**src/rtl/debug_mem_if.sv**
```systemverilog
// Hart-side bus of the debug memory window.
// Request/grant handshake with a response registered one cycle after acceptance.
interface debug_mem_if;
    logic        req_i;
    logic        we_i;
    logic [3:0]  be_i;
    logic [31:0] addr_i;
    logic [31:0] wdata_i;
    logic        gnt_o;
    logic        rvalid_o;
    logic [31:0] rdata_o;

    modport slave (
        input  req_i, we_i, be_i, addr_i, wdata_i,
        output gnt_o, rvalid_o, rdata_o
    );

    modport master (
        output req_i, we_i, be_i, addr_i, wdata_i,
        input  gnt_o, rvalid_o, rdata_o
    );
endinterface

```
**src/rtl/debug_mem.sv**
```systemverilog
// Debug-module memory slave: ROM image, program buffer, data registers and per-hart
// go/resume flags in a 4 KiB window, plus capture of the hart halt/resume handshake.
module debug_mem #(
    parameter int NrHarts     = 1,
    parameter int ProgBufSize = 8,
    parameter int DataCount   = 2,
    parameter int RomSize     = 38,
    parameter int HW          = (NrHarts > 1) ? $clog2(NrHarts) : 1,
    parameter logic [RomSize-1:0][31:0] RomInit = '0
) (
    input  logic                       clk_i,
    input  logic                       rst_ni,
    debug_mem_if.slave                 bus,
    input  logic                       cmd_go_i,
    input  logic                       resume_req_i,
    input  logic [HW-1:0]              hartsel_i,
    input  logic                       dm_we_i,
    input  logic [4:0]                 dm_addr_i,
    input  logic [31:0]                dm_wdata_i,
    output logic [NrHarts-1:0]         halted_o,
    output logic [NrHarts-1:0]         resumeack_o,
    output logic                       cmd_busy_o,
    output logic                       cmd_exc_o,
    output logic [ProgBufSize*32-1:0]  progbuf_o,
    output logic [DataCount*32-1:0]    data_o
);

    // Word offsets within the window (byte offset >> 2)
    localparam logic [9:0] WordHalted   = 10'h040;
    localparam logic [9:0] WordGoing    = 10'h041;
    localparam logic [9:0] WordResuming = 10'h042;
    localparam logic [9:0] WordExc      = 10'h043;
    localparam logic [9:0] ProgBase     = 10'h0D8;
    localparam logic [9:0] DataBase     = 10'h0E0;
    localparam logic [9:0] FlagBase     = 10'h100;
    localparam logic [9:0] RomBase      = 10'h200;

    logic [9:0]  word;
    logic        wr;
    logic        addr_unused;

    assign word        = bus.addr_i[11:2];
    assign wr          = bus.req_i & bus.we_i;
    assign addr_unused = ^{bus.addr_i[31:12], bus.addr_i[1:0]};
    assign bus.gnt_o   = bus.req_i;

    logic [ProgBufSize-1:0][31:0] prog_q, prog_d;
    logic [DataCount-1:0][31:0]   data_q, data_d;
    logic [NrHarts-1:0]           go_q, go_d;
    logic [NrHarts-1:0]           resume_q, resume_d;
    logic [NrHarts-1:0]           halted_q, halted_d;
    logic [NrHarts-1:0]           rack_q, rack_d;
    logic                         busy_q, busy_d;
    logic                         exc_q;
    logic                         vld_p1;
    logic [9:0]                   addr_p1;
    logic [31:0]                  rdata;

    // Data registers take precedence if a large program buffer runs into them
    logic data_hit;
    always_comb begin
        data_hit = 1'b0;
        for (int i = 0; i < DataCount; i++) begin
            if (word == DataBase + 10'(i)) data_hit = 1'b1;
        end
    end

    // DM writes land first as full words; enabled bus bytes then override them
    always_comb begin
        prog_d = prog_q;
        data_d = data_q;
        for (int i = 0; i < ProgBufSize; i++) begin
            if (dm_we_i && dm_addr_i == 5'(i)) prog_d[i] = dm_wdata_i;
            if (wr && !data_hit && word == ProgBase + 10'(i)) begin
                for (int b = 0; b < 4; b++) begin
                    if (bus.be_i[b]) prog_d[i][8*b +: 8] = bus.wdata_i[8*b +: 8];
                end
            end
        end
        for (int i = 0; i < DataCount; i++) begin
            if (dm_we_i && dm_addr_i == 5'(16 + i)) data_d[i] = dm_wdata_i;
            if (wr && word == DataBase + 10'(i)) begin
                for (int b = 0; b < 4; b++) begin
                    if (bus.be_i[b]) data_d[i][8*b +: 8] = bus.wdata_i[8*b +: 8];
                end
            end
        end
    end

    logic [HW-1:0] hs_id;
    logic          hs_ok;
    logic          sel_ok;
    logic          halted_we;
    logic          going_we;
    logic          resuming_we;
    logic          exc_we;
    logic          go_ok;

    assign hs_id       = bus.wdata_i[HW-1:0];
    assign hs_ok       = 32'(hs_id) < 32'(NrHarts);
    assign sel_ok      = 32'(hartsel_i) < 32'(NrHarts);
    assign halted_we   = wr && word == WordHalted && hs_ok;
    assign going_we    = wr && word == WordGoing;
    assign resuming_we = wr && word == WordResuming && hs_ok;
    assign exc_we      = wr && word == WordExc;
    assign go_ok       = cmd_go_i && !busy_q && sel_ok;

    // DM-side requests are applied last so they win over same-cycle hart writes
    always_comb begin
        go_d     = go_q;
        resume_d = resume_q;
        halted_d = halted_q;
        rack_d   = rack_q;
        busy_d   = busy_q;
        if (going_we) go_d = '0;
        if (halted_we) begin
            halted_d[hs_id] = 1'b1;
            resume_d[hs_id] = 1'b0;
        end
        if (resuming_we) begin
            halted_d[hs_id] = 1'b0;
            rack_d[hs_id]   = 1'b1;
            resume_d[hs_id] = 1'b0;
        end
        if (halted_we || exc_we) busy_d = 1'b0;
        if (resume_req_i && sel_ok) begin
            resume_d[hartsel_i] = 1'b1;
            rack_d[hartsel_i]   = 1'b0;
        end
        if (go_ok) begin
            go_d[hartsel_i] = 1'b1;
            busy_d          = 1'b1;
        end
    end

    always_ff @(posedge clk_i or negedge rst_ni) begin
        if (!rst_ni) begin
            vld_p1   <= 1'b0;
            addr_p1  <= '0;
            prog_q   <= '0;
            data_q   <= '0;
            go_q     <= '0;
            resume_q <= '0;
            halted_q <= '0;
            rack_q   <= '0;
            busy_q   <= 1'b0;
            exc_q    <= 1'b0;
        end else begin
            vld_p1   <= bus.req_i;
            if (bus.req_i) addr_p1 <= word;
            prog_q   <= prog_d;
            data_q   <= data_d;
            go_q     <= go_d;
            resume_q <= resume_d;
            halted_q <= halted_d;
            rack_q   <= rack_d;
            busy_q   <= busy_d;
            exc_q    <= exc_we;
        end
    end

    // ---- response stage: decode the registered address against current storage ----
    always_comb begin
        rdata = '0;
        for (int i = 0; i < RomSize; i++) begin
            if (addr_p1 == RomBase + 10'(i)) rdata = RomInit[i];
        end
        for (int i = 0; i < ProgBufSize; i++) begin
            if (addr_p1 == ProgBase + 10'(i)) rdata = prog_q[i];
        end
        for (int i = 0; i < DataCount; i++) begin
            if (addr_p1 == DataBase + 10'(i)) rdata = data_q[i];
        end
        for (int h = 0; h < NrHarts; h++) begin
            if (addr_p1 == FlagBase + 10'(h / 4)) rdata[8*(h % 4) +: 2] = {resume_q[h], go_q[h]};
        end
    end

    assign bus.rvalid_o = vld_p1;
    assign bus.rdata_o  = vld_p1 ? rdata : '0;

    assign halted_o    = halted_q;
    assign resumeack_o = rack_q;
    assign cmd_busy_o  = busy_q;
    assign cmd_exc_o   = exc_q;
    assign progbuf_o   = prog_q;
    assign data_o      = data_q;

endmodule

```
**src/flat_wrapper.sv**
```systemverilog
// flat-port wrapper written by rule: the top's interface ports become plain ports
module debug_mem_flat 
#(
    parameter int NrHarts     = 1,
    parameter int ProgBufSize = 8,
    parameter int DataCount   = 2,
    parameter int RomSize     = 38,
    parameter int HW          = (NrHarts > 1) ? $clog2(NrHarts) : 1,
    parameter logic [RomSize-1:0][31:0] RomInit = '0
)
  (clk_i, rst_ni, cmd_go_i, resume_req_i, hartsel_i, dm_we_i, dm_addr_i, dm_wdata_i, halted_o, resumeack_o, cmd_busy_o, cmd_exc_o, progbuf_o, data_o, bus_req_i, bus_we_i, bus_be_i, bus_addr_i, bus_wdata_i, bus_gnt_o, bus_rvalid_o, bus_rdata_o);
  debug_mem_if bus_i ();
  input  logic clk_i;
  input  logic rst_ni;
  input  logic cmd_go_i;
  input  logic resume_req_i;
  input  logic [HW-1:0] hartsel_i;
  input  logic dm_we_i;
  input  logic [4:0] dm_addr_i;
  input  logic [31:0] dm_wdata_i;
  output logic [NrHarts-1:0] halted_o;
  output logic [NrHarts-1:0] resumeack_o;
  output logic cmd_busy_o;
  output logic cmd_exc_o;
  output logic [ProgBufSize*32-1:0] progbuf_o;
  output logic [DataCount*32-1:0] data_o;
  input wire logic [$bits(bus_i.req_i)-1:0] bus_req_i;
  input wire logic [$bits(bus_i.we_i)-1:0] bus_we_i;
  input wire logic [$bits(bus_i.be_i)-1:0] bus_be_i;
  input wire logic [$bits(bus_i.addr_i)-1:0] bus_addr_i;
  input wire logic [$bits(bus_i.wdata_i)-1:0] bus_wdata_i;
  output wire logic [$bits(bus_i.gnt_o)-1:0] bus_gnt_o;
  output wire logic [$bits(bus_i.rvalid_o)-1:0] bus_rvalid_o;
  output wire logic [$bits(bus_i.rdata_o)-1:0] bus_rdata_o;
  assign bus_i.req_i = bus_req_i;
  assign bus_i.we_i = bus_we_i;
  assign bus_i.be_i = bus_be_i;
  assign bus_i.addr_i = bus_addr_i;
  assign bus_i.wdata_i = bus_wdata_i;
  assign bus_gnt_o = bus_i.gnt_o;
  assign bus_rvalid_o = bus_i.rvalid_o;
  assign bus_rdata_o = bus_i.rdata_o;
  debug_mem #(.NrHarts(NrHarts), .ProgBufSize(ProgBufSize), .DataCount(DataCount), .RomSize(RomSize), .HW(HW), .RomInit(RomInit)) u_core (.clk_i(clk_i), .rst_ni(rst_ni), .bus(bus_i), .cmd_go_i(cmd_go_i), .resume_req_i(resume_req_i), .hartsel_i(hartsel_i), .dm_we_i(dm_we_i), .dm_addr_i(dm_addr_i), .dm_wdata_i(dm_wdata_i), .halted_o(halted_o), .resumeack_o(resumeack_o), .cmd_busy_o(cmd_busy_o), .cmd_exc_o(cmd_exc_o), .progbuf_o(progbuf_o), .data_o(data_o));
endmodule
```
**config.mk**
```make
export PLATFORM = sky130hd
export DESIGN_NAME = debug_mem_flat
export DESIGN_NICKNAME = d
export VERILOG_FILES = /design/src/rtl/debug_mem_if.sv /design/src/rtl/debug_mem.sv /design/src/flat_wrapper.sv
export SDC_FILE = /design/constraint.sdc
export NUM_CORES = 1
export LEC_CHECK = 0
export CORE_ASPECT_RATIO = 1.75
export CORE_MARGIN = 5
export CORE_UTILIZATION = 42
export CTS_CLUSTER_SIZE = 24
export DETAILED_ROUTE_END_ITERATION = 10
export PLACE_DENSITY = 0.7
export SLEW_MARGIN = 10
export SYNTH_ARGS = -nofsm -noshare
export SYNTH_HDL_FRONTEND = slang
export SYNTH_SLANG_ARGS = --single-unit
```
**constraint.sdc**
```tcl
create_clock -name clk_i -period 2.35 [get_ports clk_i]
set_input_delay 0.235 -clock clk_i [delete_from_list [all_inputs] [get_ports clk_i]]
set_output_delay 0.235 -clock clk_i [all_outputs]
set_load 0.1 [all_outputs]
```
==> results of run 1 <==
## cells in the mapped netlist, drive strengths merged (4+ instances only)
master   number
nor2b         7
nor3         16
a21oi       341
a31oi         9
mux2          7
o221ai       29
mux2i       353
nor2        336
and3          4
a2bb2oi      19
buf          89
or3           7
nor4          8
or2           9
o21ai        48
dfrtp       337
nand3b        4
o32ai         4
nand2       100
a2111oi      19
nand3        11
a32oi         6
inv           7
clkbuf      116
a22oi        28
o22ai        46
a32o          9
## critical path, stage by stage, from the launching register on
cell and delay (ns):
dfrtp_1 0.40, or4b_4 0.60, buf_6 0.15, nor4_4 0.20
buf_6 0.20, a21oi_2 0.04, o31a_1 0.13, o32ai_4 0.34
buf_12 0.22
## routing by layer
metal	track usage, %	wire length [um]	share of wire [%]	vias up
li1	-	-	-	8177
met1	39.9	31300	36	9197
met2	56.6	42700	49	1112
met3	5.42	7010	8.0	288
met4	21.3	6490	7.4	0
met5	0	0	0	-
## timing repair
action                     in CTS  in global routing
gates resized for setup        64                 65
hold buffers                    1                  0
setup endpoints to repair      32                 32
hold endpoints to repair       60                  0
pin swaps                      15                 46
buffers inserted                9                  7
cloned                          1                  3
## sequential cells by signal, summed over array words and instances, names as in the netlist, named ones only
register / cells
u_core.resume_q: 1
u_core.resumeack_o: 1
u_core.cmd_busy_o: 1
u_core.data_o: 64
u_core.cmd_exc_o: 1
u_core.go_q: 1
u_core.progbuf_o: 256
u_core.addr_p1: 10
u_core.bus.rvalid_o: 1
## stage by stage
step / hold slack (ns) / instance area, um2
2_1_floorplan: -0.0606 / 19200
3_3_place_gp: 0.248 / 25100
3_5_place_dp: 0.244 / 25100
4_1_cts: 0.278 / 26700
5_1_grt: 0.322 / 27200
6_report: 0.259 / 27200
## where the power goes
part           leakage, nW  internal (mW)  switching, mW  total [mW]
Combinational         8.51           2.82           10.7        13.5
Clock                0.585           3.55           2.50        6.05
Sequential            4.25           6.94           1.32        8.26
Total                 13.4           13.3           14.5        27.8
## cells by family (layout without fill, tap and decap cells)
group | count (synthesis) | after routing | synth area share (%)
AOI/OAI and AO/OA | 573 | 573 | 18.2
buffers and inverters | 214 | 729 | 4.89
DFF | 337 | 337 | 45.3
muxes | 361 | 361 | 19.5
other | 0 | 2 | 0
and+or+nand+nor | 518 | 518 | 12.2
## area by class of cell
class | instances | area [um2] | share of cell area, %
inverters | 9 | 33.8 | 0.124
multi-input cells | 1452 | 10400 | 38.3
flip-flops and latches | 337 | 8460 | 31.1
well taps | 572 | 716 | 2.63
repair buffers | 661 | 6390 | 23.5
clock buffers | 44 | 960 | 3.52
clock inverters | 15 | 234 | 0.859
diodes | 2 | 5.00 | 0.0184
## path summary, 6_finish.rpt
path	start	end	slack, ns	cells after the start
max reg2reg	u_core.addr_p1[2]	u_core.addr_p1[2]	0.71	6
max in group asynchronous	rst_ni	u_core.data_o[41]	1.20	3
min	rst_ni	u_core.data_o[56]	0.26	2
min reg2reg	u_core.resumeack_o	u_core.resumeack_o	0.51	2
min in group clk_i	cmd_go_i	u_core.cmd_busy_o	0.30	3
max	u_core.addr_p1[4]	bus_rdata_o[1]	-0.70	8
==> summary.md, run 1 <==
| Metric | Value |
|---|---|
| Post-synth top flop | dfrtp_1 |
| Routed WL | 87.5 mm |
| Core box area | 0.0442 mm2 |
| Starting density of the core | 42.2% |
| Setup WS pre-CTS | -0.328 ns |
| First-pass GRT wire length | 123 mm |
| Syn_nets | 2116 |
| Nets@finish | 2608 |
| Sequential share of the synthesized area | 45.3% |
| Die width | 169 um |
| H-tree depth | 2 |
| CTS Buf Count | 34 |
| Clk_lat worst skew | 0.54 ns |
| Async SR Flop Fraction | 100% |
| CTS tree | done |
| Routability cong. | 0.903 |
| DRC | 0 |
| Synth Area per Inst | 9.30 um2 |
| Unrepaired setup endpoints after global routing | true |
| Failing checks | negative setup slack |
| Setup TNS | -21.11 ns |
| Mean number of vias per cell | 6.07 |
| Ranking of synthesized cells by area | dfrtp_1, mux2i_1, a21oi_1, nor2_1, clkbuf_1 |
| Commonest cells after routing, fill and taps aside | buf_4, mux2i_1, a21oi_1 |
| Worst setup EP type | primary output |
| Number of synthesized flops with an enable pin | 0 |
| Initial antenna violation count | 3 |
| Post-Syn Area | 0.0186 mm2 |
| Leak | 13.4 nW |
| Final ANT Viol Nets | 0 |
| CTS sink count | 337 |
| CTS root buf | clkbuf_16 |
| Max Freq | 328 MHz |
| Flops & latches, synth | 337 |
| Clock tree buffer depth | 3 |
| CP required | 2.12 ns |
| Final Hold Vio Count | 0 |
| Final setup margin | -0.703 ns |
| Final count of negative-setup-slack endpoints | 32 |
| Filler cells | 3666 |
| Skew final | 0.000130 ns |
| Final Max Slew Viols | 0 |
| Pwr Total | 27.8 mW |
| Detailed Route Iter0 Violations | 1703 |
| Worst-margin pin slew | 0.894 ns |
| Yosys warns | 0 |
| Grt total ovfl | 0 |
| Crit path max fanout | 4 |
| Netlist cell types | 58 |
| Fin crit share | 130% |
| Critical Path AT | 2.82 ns |
| Setup crit start kind | flop |
| Avg WL per Cell | 28.3 um |
| Synth top area share | 45.3% |
| Post-Syn Instances | 2003 |
| Number of port buffers | 448 |
| Ports | 471 |
| Util after Layout | 61.7% |
| Slew headroom | 40.4% |
| Die Y | 289 um |
| Vias in the first global route | 18500 |
| Power density over cell area | 1020 mW/mm2 |
| Synth-to-layout area growth | 46.1% |
| Max-Cap Viols | 0 |
| Pre-Repair DR Iteration Count | 5 |
| DP HPWL | 61.2 mm |
| Critical path class | reg -> out |
| Synth area leader | dfrtp_1 |
| Final Critical Period | 3.05 ns |
| HP Class | in -> async |
| Full die area | 0.0488 mm2 |
| Final std cells w/o fill | 3092 |
| Fraction of layout cells with a size suffix above 1 | 31.3% |
| Largest net degree at the start of global routing | 71 |
| Clk pin slew, worst setup/hold paths | 0.07 ns |
| Vias after detailed routing | 18800 |
| Placed cells | 3012 |
| Most common cell after layout, fill and taps aside | buf_4 |
| Peak supply drop | 0.00108 V |
| Total track usage | 33.7% |
| Outcome | finished with violations |
| Site Rows | 102 |
(Power assumes the default switching activity.)
==> run 2, diff against run 1 <==
CORE_UTILIZATION = 50   (was 42)
PLACE_DENSITY = 0.81   (was 0.7)
==> summary.md, run 2 (synthesis gave the netlist of run 1 again) <==
| Metric | Value |
|---|---|
| Outcome | finished with violations |
| Failing checks | negative setup slack |
| WHS | 0.109 ns |
| CTS Buf Count | 31 |
| Die width | 156 um |
| First-pass GRT wire length | 123 mm |
| Total track usage | 39.1% |
| CTS sink count | 337 |
| Reg2Reg Launch Point | u_core.addr_p1[0] |
| Ports | 471 |
| Routability cong. | 0.945 |
| CTS tree | done |
| Number of port buffers | 448 |
| CP cell instances | or2_4 -> or3_4 -> bufbuf_16 -> o31a_1 -> o32ai_4 -> buf_12 |
| H-tree depth | 1 |
| R2R depth | 5 |
| Detailed Route Iter0 Violations | 2008 |
| Critical path class | reg -> out |
| DRC | 0 |
| Clk_lat worst skew | 0.57 ns |
| Fraction of layout cells with a size suffix above 1 | 31.5% |
| GR Util met3 | 8.45% |
| GRT busiest layer | met2 |
| Vias after detailed routing | 19300 |
| Full die area | 0.0414 mm2 |
| CP Buf/Inv Count | 2 |
| Unrepaired setup endpoints after global routing | true |
| Site Rows | 93 |
| R2R Setup Slk | 0.94 ns |
| Starting density of the core | 50.5% |
| Final Critical Period | 3.11 ns |
| DP HPWL | 58.2 mm |
| Final Max Slew Viols | 0 |
| Max Freq | 322 MHz |
| Final ANT Viol Nets | 0 |
| HP Class | in -> async |
| Final setup margin | -0.758 ns |
| Clk pin slew, worst setup/hold paths | 0.07 ns |
| Worst Setup SP | u_core.addr_p1[8] |
| Critical Path AT | 2.87 ns |
| Pre-Repair DR Iteration Count | 8 |
| Crit-path slowest cell | or3_4 |
| Leak | 13.2 nW |
| Max-Cap Viols | 0 |
| Most common cell after layout, fill and taps aside | buf_4 |
| Fin crit share | 132% |
| Grt total ovfl | 0 |
| Largest net degree at the start of global routing | 88 |
| Die Y | 265 um |
| CTS root buf | clkbuf_16 |
| Worst-margin pin slew | 0.868 ns |
| Critical Path Max Stage Delay | 0.46 ns |
| Placed cells | 2902 |
| Number of flip-flops in the largest register | 256 |
| Mean number of vias per cell | 6.48 |
| Peak supply drop | 0.000789 V |
| Final Hold Vio Count | 0 |
| CP required | 2.12 ns |
| Setup WS pre-CTS | -0.306 ns |
| GR Util met2 | 62.3% |
| Initial antenna violation count | 3 |
| Final std cells w/o fill | 2977 |
| Setup crit start kind | flop |
| Crit path max fanout | 8 |
| Pwr Total | 27.2 mW |
| RR Endpoint | u_core.addr_p1[0] |
| Worst setup EP type | primary output |
| CP endpoint | bus_rdata_o[1] |
| Stages on the worst setup path | 6 |
| Avg WL per Cell | 28.7 um |
| Clock tree buffer depth | 3 |
| Vias in the first global route | 19300 |
| Routed WL | 85.4 mm |
| Skew final | 0.0000336 ns |
| Worst path top cell family by delay | simple AND/OR/NAND/NOR gates |
| Slew headroom | 42.1% |
| M1 GR Usage | 44.3% |
| Synth-to-layout area growth | 44.5% |
| Commonest cells after routing, fill and taps aside | buf_4, mux2i_1, a21oi_1 |
| Nets@finish | 2589 |
| Final count of negative-setup-slack endpoints | 32 |
| Core box area | 0.0369 mm2 |
| Power density over cell area | 1010 mW/mm2 |
-- run 2: final cells by class --
cell class	instances	area, um2
multi-input combinational	1455	10600
fill	2564	9950
sequential	337	8460
timing repair buffer	642	6160
clock buffer	47	896
tap	475	594
clock inverter	9	149
inverter	9	38.8
antenna	3	7.51
-- run 2: worst min path at each step --
stage                       end  slack [ns]  cells past startpoint
6_report       u_core.data_o[3]        0.11                      2
3_3_place_gp   u_core.data_o[3]        0.11                      1
2_1_floorplan         async pin       -0.06                      0
5_1_grt        u_core.data_o[3]        0.14                      2
4_1_cts        u_core.data_o[3]        0.11                      2
3_5_place_dp   u_core.data_o[3]        0.12                      1
-- run 2: stage by stage --
step	area, um2	utilization (%)	TNS (ns)
floorplan	19200	-	-4.12
global placement	24800	67.3	-11.39
detailed placement	24800	67.3	-17.76
CTS	26500	72.0	-21.85
global route	26900	73.0	-22.85
finish	26900	73.0	-22.11
-- run 2: power breakdown --
part	internal [mW]	switching [mW]	total, mW
Combinational	2.78	10.7	13.5
Sequential	6.94	1.38	8.31
Clock	3.06	2.31	5.36
Total	12.8	14.4	27.2
-- run 2: repair_timing --
item                       in CTS  in global routing
resized for setup             111                 66
setup buffers                   5                  7
cloned                          5                  1
hold endpoints to repair      289                  0
hold buffers                    1                  0
pin swaps                      42                 28
setup endpoints to repair      32                 32
-- run 2: worst register-to-register path, stage by stage, from the launching register on --
cell	delay, ns
dfrtp_4	0.46
buf_4	0.13
clkinv_1	0.10
buf_12	0.20
buf_4	0.18
o21ai_0	0.23
-- run 2: metal layers --
layer  part of all wire (%)  vias up
li1                       -     8153
met1                     33     9349
met2                     48     1399
met3                    9.7      396
met4                    9.5        0
met5                      0        -
